==> src/rtl/aes_pkg.sv <==
// aes_pkg: shared AES block-size, chaining-mode encodings and sequencer FSM states.
package aes_pkg;
    localparam int AES_BLK_W = 128;
    localparam logic [2:0] MODE_ECB = 3'd0;
    localparam logic [2:0] MODE_CBC = 3'd1;
    localparam logic [2:0] MODE_CFB = 3'd2;
    localparam logic [2:0] MODE_OFB = 3'd3;
    localparam logic [2:0] MODE_CTR = 3'd4;
    typedef enum logic [2:0] {S_IDLE, S_WAIT_IN, S_LOAD, S_RUN, S_OUT} state_t;
    function automatic logic mode_legal(input logic [2:0] m);
        return m <= MODE_CTR;
    endfunction
endpackage

==> src/rtl/aes_chain_datapath.sv <==
// aes_chain_datapath: chaining-mode datapath owning feedback, counter and plaintext registers.
//   init      : load fb and ctr from iv (message start)
//   load      : capture in_data as pt and register the mode-selected core_din
//   update    : register out_data from core_dout and advance fb/ctr per mode
//   mode      : latched chaining mode
//   core_din  : registered block presented to the AES core
//   out_data  : registered ciphertext block
module aes_chain_datapath
    import aes_pkg::*;
(
    input  logic                 clk,
    input  logic                 reset,
    input  logic                 init,
    input  logic                 load,
    input  logic                 update,
    input  logic [2:0]           mode,
    input  logic [AES_BLK_W-1:0] iv,
    input  logic [AES_BLK_W-1:0] in_data,
    input  logic [AES_BLK_W-1:0] core_dout,
    output logic [AES_BLK_W-1:0] core_din,
    output logic [AES_BLK_W-1:0] out_data
);
    logic [AES_BLK_W-1:0] fb, ctr, pt, din_sel, ks_x, out_sel, fb_sel;

    // Stream modes (CFB/OFB/CTR) encrypt the feedback or counter and mask pt afterwards.
    always_comb begin
        din_sel = mode == MODE_ECB ? in_data :
                  mode == MODE_CBC ? in_data ^ fb :
                  mode == MODE_CTR ? ctr : fb;
        ks_x    = core_dout ^ pt;
        out_sel = (mode == MODE_ECB || mode == MODE_CBC) ? core_dout : ks_x;
        fb_sel  = (mode == MODE_CBC || mode == MODE_OFB) ? core_dout :
                  mode == MODE_CFB ? ks_x : fb;
    end

    always_ff @(posedge clk) begin
        if (reset) begin
            fb       <= '0;
            ctr      <= '0;
            pt       <= '0;
            core_din <= '0;
            out_data <= '0;
        end else begin
            if (init) begin
                fb  <= iv;
                ctr <= iv;
            end
            if (load) begin
                pt       <= in_data;
                core_din <= din_sel;
            end
            if (update) begin
                out_data <= out_sel;
                fb       <= fb_sel;
                if (mode == MODE_CTR)
                    ctr <= ctr + AES_BLK_W'(1);
            end
        end
    end
endmodule

==> src/rtl/aes_block_sequencer.sv <==
// aes_block_sequencer: sequences a multi-block AES-128 message through one single-block core.
//   cfg_start/cfg_mode/cfg_iv/cfg_nblocks : message configuration, sampled on cfg_start in IDLE
//   busy                                  : message in progress
//   in_valid/in_ready/in_data             : plaintext stream
//   core_start/core_din                   : core request (one-cycle pulse, registered block)
//   core_done/core_dout                   : core completion (one-cycle pulse)
//   out_valid/out_ready/out_data/out_last : ciphertext stream
//   done/err                              : end-of-message or rejected-start pulse; err on illegal mode
module aes_block_sequencer
    import aes_pkg::*;
#(
    parameter int NB_W = 16
) (
    input  logic                 clk,
    input  logic                 reset,
    input  logic                 cfg_start,
    input  logic [2:0]           cfg_mode,
    input  logic [AES_BLK_W-1:0] cfg_iv,
    input  logic [NB_W-1:0]      cfg_nblocks,
    output logic                 busy,
    input  logic                 in_valid,
    output logic                 in_ready,
    input  logic [AES_BLK_W-1:0] in_data,
    output logic                 core_start,
    output logic [AES_BLK_W-1:0] core_din,
    input  logic                 core_done,
    input  logic [AES_BLK_W-1:0] core_dout,
    output logic                 out_valid,
    input  logic                 out_ready,
    output logic [AES_BLK_W-1:0] out_data,
    output logic                 out_last,
    output logic                 done,
    output logic                 err
);
    state_t          state, state_n;
    logic [2:0]      mode;
    logic [NB_W-1:0] rem;
    logic            done_q, err_q;
    logic            accept, reject, reject_err, load, update, out_hs, fin;

    always_ff @(posedge clk) begin
        if (reset) begin
            state  <= S_IDLE;
            mode   <= MODE_ECB;
            rem    <= '0;
            done_q <= 1'b0;
            err_q  <= 1'b0;
        end else begin
            state  <= state_n;
            done_q <= reject || fin;
            err_q  <= reject_err;
            if (accept) begin
                mode <= cfg_mode;
                rem  <= cfg_nblocks;
            end else if (out_hs) begin
                rem <= rem - NB_W'(1);
            end
        end
    end

    always_comb begin
        state_n    = state;
        accept     = 1'b0;
        reject     = 1'b0;
        reject_err = 1'b0;
        load       = 1'b0;
        update     = 1'b0;
        out_hs     = 1'b0;
        fin        = 1'b0;
        case (state)
            S_IDLE: if (cfg_start) begin
                // An illegal mode wins over a zero block count and also raises err.
                reject_err = !mode_legal(cfg_mode);
                reject     = reject_err || cfg_nblocks == '0;
                accept     = !reject;
                state_n    = reject ? S_IDLE : S_WAIT_IN;
            end
            S_WAIT_IN: begin
                load    = in_valid;
                state_n = in_valid ? S_LOAD : S_WAIT_IN;
            end
            S_LOAD: state_n = S_RUN;
            S_RUN: begin
                update  = core_done;
                state_n = core_done ? S_OUT : S_RUN;
            end
            S_OUT: begin
                out_hs  = out_ready;
                fin     = out_ready && rem == NB_W'(1);
                state_n = fin ? S_IDLE : out_ready ? S_WAIT_IN : S_OUT;
            end
            default: state_n = S_IDLE;
        endcase
    end

    assign busy       = state != S_IDLE;
    assign in_ready   = state == S_WAIT_IN;
    assign core_start = state == S_LOAD;
    assign out_valid  = state == S_OUT;
    assign out_last   = out_valid && rem == NB_W'(1);
    assign done       = done_q;
    assign err        = err_q;

    aes_chain_datapath u_dp (
        .clk       (clk),
        .reset     (reset),
        .init      (accept),
        .load      (load),
        .update    (update),
        .mode      (mode),
        .iv        (cfg_iv),
        .in_data   (in_data),
        .core_dout (core_dout),
        .core_din  (core_din),
        .out_data  (out_data)
    );
endmodule
==> config.mk <==
export PLATFORM = sky130hd
export DESIGN_NAME = aes_block_sequencer
export DESIGN_NICKNAME = d
export VERILOG_FILES = /design/src/rtl/aes_pkg.sv /design/src/rtl/aes_chain_datapath.sv /design/src/rtl/aes_block_sequencer.sv
export SDC_FILE = /design/constraint.sdc
export NUM_CORES = 2
export LEC_CHECK = 0
export CAP_MARGIN = 40
export CORE_AREA = 2 2 262 264
export DETAILED_ROUTE_END_ITERATION = 16
export DIE_AREA = 0 0 264 266
export MAX_ROUTING_LAYER = met4
export PLACE_DENSITY = 0.79
export SYNTH_ARGS = -nofsm -noshare
export SYNTH_HDL_FRONTEND = slang
export SYNTH_SLANG_ARGS = --single-unit
==> constraint.sdc <==
create_clock -name clk -period 4.8 [get_ports clk]
set_input_delay 1.2 -clock clk [delete_from_list [all_inputs] [get_ports clk]]
set_output_delay 1.2 -clock clk [all_outputs]
set_load 0.02 [all_outputs]
# Word level (Yosys, flattened, before mapping)
# Index checks and enable logic that the tools add are counted.
[totals]
ff_bits = 664
input_bits = 409
out_inout_bits = 263
wordCells = 72
[classes]
n_addsub = 2
magnitude_cmp = 1
n_eq_ne = 11
n_mux = 28
n_bitwise = 4
reduce_logical = 16
[ops]
columns = ["cell", "n"]
rows = [
  ["2-to-1 mux 128 bit", 11],
  ["XOR 128 bit", 2],
  ["adder 128 x 1 -> 128 bit (second input constant)", 1],
  ["2-to-1 mux 16 bit", 2],
  ["== test 16 x 1 -> 1 bit (second input constant)", 1],
  ["logical NOT 16 bit", 1],
  ["subtractor 16 x 1 -> 16 bit (second input constant)", 1],
  ["case mux 3 bit (5 select lines)", 1],
  ["== test 3 x 2 -> 1 bit (second input constant)", 4],
  ["2-to-1 mux 3 bit", 4],
  ["2-to-1 mux 1 bit", 9],
  ["== test 3 x 1 -> 1 bit (second input constant)", 2],
  ["== test 3 bit (second input constant)", 2],
  ["logical NOT 3 bit", 2],
  ["logical OR 1 bit", 4],
  ["nonzero test 2 bit", 2],
  ["less-or-equal comparator 3 bit (second input constant)", 1],
  ["inequality test 3 bit (second input constant)", 1],
  ["nonzero test 3 bit", 1],
  ["OR reduction 3 bit", 1],
  ["logical AND 1 bit", 2],
  ["logical NOT 1 bit", 2],
  ["2-to-1 mux 2 bit", 1],
  ["inequality test 2 bit (second input constant)", 1],
  ["2 further kinds", 3],
]

# Depth between registers and ports, before layout
[depth]
depth_word = 9
depth_mapped = 10
ltp_nobuf = 8

# Cells and area by module
# A second synthesis with hierarchy kept.
[hier_totals]
hier_cells = 4690
hier_area_um2 = 36336.1
[modules_own_cells]
columns = ["module", "instances", "cells_each", "area_each_um2", "seq_area_each_um2"]
rows = [
  ["aes_chain_datapath", 1, 4502, 34855.9, 12812.3],
  ["aes_block_sequencer", 1, 188, 1480.2, 480.5],
]

# Worst setup path before layout
# OpenSTA, ideal clock, no wires.
[synth_path]
path_kind = "input port to flip-flop"
start = "input cfg_nblocks[8]"
end = "register u_dp.fb[125]"
setup_time_ns = 0.128
arrival_time_ns = 3.419
t_required_ns = 4.672
path_slack_ns = 1.253
cell_stages = 9
path_buffers = 2
path_cell_list = "or4_1 -> o41ai_1 -> nor2_1 -> a21oi_1 -> clkbuf_1 -> clkbuf_1 -> a211oi_1 -> a21oi_1 -> nor2_1"
[synth_between]
elab_chain_cells = 7
[synth_lines]
columns = ["item", "line", "text"]
rows = [
  ["start, declared", "aes_block_sequencer.sv:19", "input logic [NB_W-1:0] cfg_nblocks,"],
  ["logical NOT 16 bit", "aes_block_sequencer.sv:74", "reject = reject_err || cfg_nblocks == '0;"],
  ["logical OR 1 bit", "aes_block_sequencer.sv:74", ""],
  ["logical NOT 1 bit", "aes_block_sequencer.sv:75", "accept = !reject;"],
  ["2-to-1 mux 1 bit", "aes_block_sequencer.sv:71", "S_IDLE: if (cfg_start) begin"],
  ["2-to-1 mux 1 bit", "aes_block_sequencer.sv:70", "case (state)"],
  ["nonzero test 2 bit (no line)", "--", ""],
  ["AND reduction 2 bit (no line)", "--", ""],
  ["end signal, assigned", "aes_chain_datapath.sv:45", "fb <= iv;"],
  ["end signal, assigned", "aes_chain_datapath.sv:54", "fb <= fb_sel;"],
  ["end, declared", "aes_chain_datapath.sv:23", "logic [AES_BLK_W-1:0] fb, ctr, pt, din_sel, ks_x, out_sel, fb_sel;"],
]
# Every way passes these cells.
# A chain may end at the register's enable or synchronous reset.

# Worst setup path in the final report
[layout_path]
start = "register rem[8]"
end = "output out_last"
[layout_between]
elab_chain_cells = 2
[layout_lines]
columns = ["item", "line", "text"]
rows = [
  ["start, declared", "aes_block_sequencer.sv:37", "logic [NB_W-1:0] rem;"],
  ["start signal, assigned", "aes_block_sequencer.sv:54", "rem <= cfg_nblocks;"],
  ["start signal, assigned", "aes_block_sequencer.sv:56", "rem <= rem - NB_W'(1);"],
  ["== test 16 x 1 -> 1 bit", "aes_block_sequencer.sv:100", "assign out_last = out_valid && rem == NB_W'(1);"],
  ["logical AND 1 bit", "aes_block_sequencer.sv:100", ""],
  ["end, declared", "aes_block_sequencer.sv:31", "output logic out_last,"],
]
# Every way passes these cells.

==> metrics.csv <==
stage;metric;value;unit
cts;clock transition at the registers of the reported paths;0.06;ns
sta;Tightest Pin Transition;1.07;ns
sta;period utilization;0.974;
hold_path;HP Class;reg -> reg;
worst_setup_path;crit path DAT;3.48;ns
sta;Final min period;4.68;ns
worst_setup_path;worst endpoint required time;3.60;ns
synth;top cell type's share of synthesized area;0.371;
sta;Final Setup Violations;0;
pwr;PwrDens;315;nW/um2
pwr;Worst VDD drop;0.000227;V
synth;Synth top cells by count;nand2_1, a21oi_1, dfxtp_1;
cts;Resized cells post-CTS;0;
floorplan;Initial Utilization;0.530;
synth;dominant cell type by area after synthesis;dfxtp_1;
placement;DP Worst Slack;0.270;ns
drt;vias per std cell;6.34;
worst_setup_path;Crit. End Element;output port;
sta;Layout Skew;0.0249;ns
global_route;vias in the first global route;35200;
cts;clk root buf;clkbuf_16;
placement;global placement routability congestion;0.969;
floorplan;DIE AREA;70200;um2
pwr;P_leak;15.8;nW
global_route;first-pass GRT wire length;213000;um
synth;Cells after Synth;4854;
final_layout;fillers;5839;
synth;Mapped Area;35900;um2
synth;Async SR Flop Fraction;0;
worst_setup_path;Most common cell on crit path;nor2_1;
synth;yosys warns;0;
synth;top-count cell post-synth;nand2_1;
worst_setup_path;Crit-path slowest cell;clkdlybuf4s50_1;
worst_setup_path;Setup crit start kind;register;
sta;final hold vios;0;
run;maxcap violations;0;
cts;# Post-CTS Setup Buffers;0;
synth;Distinct cells, synth;65;
synth;Mapped Nets;5266;
sta;achievable frequency;214;MHz
synth;Main synth FF type;dfxtp_1;
placement;DPL Wire Length;98400;um
floorplan;# IOs;672;
sta;final worst setup slack;0.125;ns
worst_setup_path;Bufs and invs on worst path;1;
worst_setup_path;crit-path cells;or4_1 > nor3_1 > nand2b_1 > nor2_1 > nand4b_1 > nor2_1 > clkdlybuf4s50_1;
global_route;GR Util All Layers;0.398;
floorplan;core area;67700;um2
synth;Synth area leaders;dfxtp_1, a21oi_1, nand2_1, xor2_1, nor2_1;
global_route;largest net degree at the start of global routing;193;
drt;First-pass DRT Iterations;10;
final_layout;share of layout cells above drive strength 1;0.0454;
synth;Syn Area/Cell;7.39;um2
floorplan;die height;266;um
drt;via count;39400;
placement;IO buf count;671;
sta;Slew HR;0.288;
synth;EDFF count, synth;0;
floorplan;die width;264;um
final_layout;P&R area growth vs syn;27.0;%
global_route;global route overflow;0;
cts;H-tree depth;3;
worst_setup_path;cell family with most CP delay;simple AND/OR/NAND/NOR gates;
sta;hold_ws;0.459;ns
final_layout;Layout Utilization;0.672;
cts;hold-fix buffers at CTS;0;
cts;worst-skew pair later-pin latency;0.63;ns
worst_setup_path;Crit Path Max Fanout;5;
sta;RSZ-0062 raised after global routing;false;
worst_setup_path;max incr delay on CP;0.72;ns
floorplan;row cnt;96;
cts;Num CTS Buffers;74;
synth;post-synthesis sequential area ratio;0.371;
drt;DRT iter0 DRCs;5041;
sta;Slew Viols, Final;0;
cts;deepest clock path buffer count;3;
cts;CTS Sinks;664;
drt;drt drc;0;
status;status;complete, no violations;
global_route;antenna violations before repair;10;
worst_setup_path;crit path kind;reg -> out;
drt;routed wire length;143000;um
synth;flops & latches, synth;664;
sta;setup tns final;0;ns
cts;CTS tree;yes;
final_layout;fin nets;5678;
drt;post-DR wirelength/cell;23.0;um
drt;antenna-violating nets left;0;
state kept, by name (all words and copies together), names as in the netlist:
register / cells
u_dp.core_din: 128
u_dp.ctr: 128
u_dp.fb: 128
u_dp.out_data: 128
u_dp.pt: 128
rem: 16
mode: 3
state: 3
done: 1
err: 1
layer usage:
| layer | part of all wire | routed length (um) | GRT usage |
|---|---|---|---|
| met1 | 0.40 | 57300 | 0.505 |
| met2 | 0.45 | 65000 | 0.615 |
| met3 | 0.10 | 14400 | 0.0825 |
| met4 | 0.043 | 6110 | 0.167 |
| met5 | 0 | 0 | - |
placed cells by master (no fill, tap or decap), types with 7 or more instances in the layout:
cell	n
o211ai_1	8
nor2_1	572
o21ai_0	225
a211oi_1	261
a32oi_1	11
nand2b_1	52
buf_4	56
inv_1	152
a222oi_1	86
clkbuf_8	15
clkbuf_16	77
a22oi_1	31
and3_1	39
nand3_1	93
and2_1	10
nor3_1	61
and4_1	12
nor4_2	7
a41oi_1	10
o221ai_1	50
a21o_1	86
a31oi_1	52
a221oi_1	13
nor4_1	47
a22o_1	83
diode_2	15
dfxtp_1	661
nand2_1	687
or3_1	23
a21oi_1	663
clkbuf_1	23
clkinv_2	9
nand4_1	77
clkdlybuf4s50_1	670
xor2_1	257
or4_1	13
buf_12	19
tightest hold or removal path, delay by kind of cell, from the launching register on:
kind / cells / cell delay [ns]
simple gates: 1 / 0.05
compound gates: 1 / 0.05
flops: 1 / 0.31
path summary, 6_finish.rpt:
kind	startpoint	end	slack (ns)	cells past startpoint
worst min-delay path	rem[13]	rem[13]	0.46	2
worst max register to register	u_dp.ctr[13]	u_dp.ctr[125]	0.70	7
worst max-delay path	rem[8]	out_last	0.12	7
worst min register to register	rem[13]	rem[13]	0.46	2
area by class of cell:
cell class	count	area [um2]	area share
clock inverter	20	251	0.00552
clock buffer	115	2220	0.0487
inverter	153	576	0.0126
multi-input combinational	3617	20400	0.448
tap	882	1100	0.0242
timing repair buffer	756	7630	0.168
sequential	664	13300	0.292
antenna	15	37.5	0.000824
kinds of logic after synthesis:
logic type      count (synthesis)  synth area share
compound gates               1610             0.286
simple gates                 1736             0.214
flops                         664             0.371
mux                             9           0.00269
xor+xnor                      259            0.0632
buf+inv                       573            0.0626
fa+ha+maj                       3           0.00105
report_power, final:
| group | total, W | internal (W) | switching, W |
|---|---|---|---|
| logic | 0.00236 | 0.000992 | 0.00137 |
| registers | 0.00610 | 0.00577 | 0.000326 |
| clock network | 0.00589 | 0.00342 | 0.00247 |
through the flow:
step / power [W] / cell area (um2) / cells
after floorplan: 0.00738 / 35900 / 4854
after global placement: 0.00845 / 42900 / 6058
after detailed placement: 0.00850 / 43000 / 6071
after CTS: 0.0143 / 45500 / 6206
after global routing: 0.0148 / 45500 / 6218
final: 0.0143 / 45600 / 6222
Note: power is estimated with default switching activity, not from simulation.
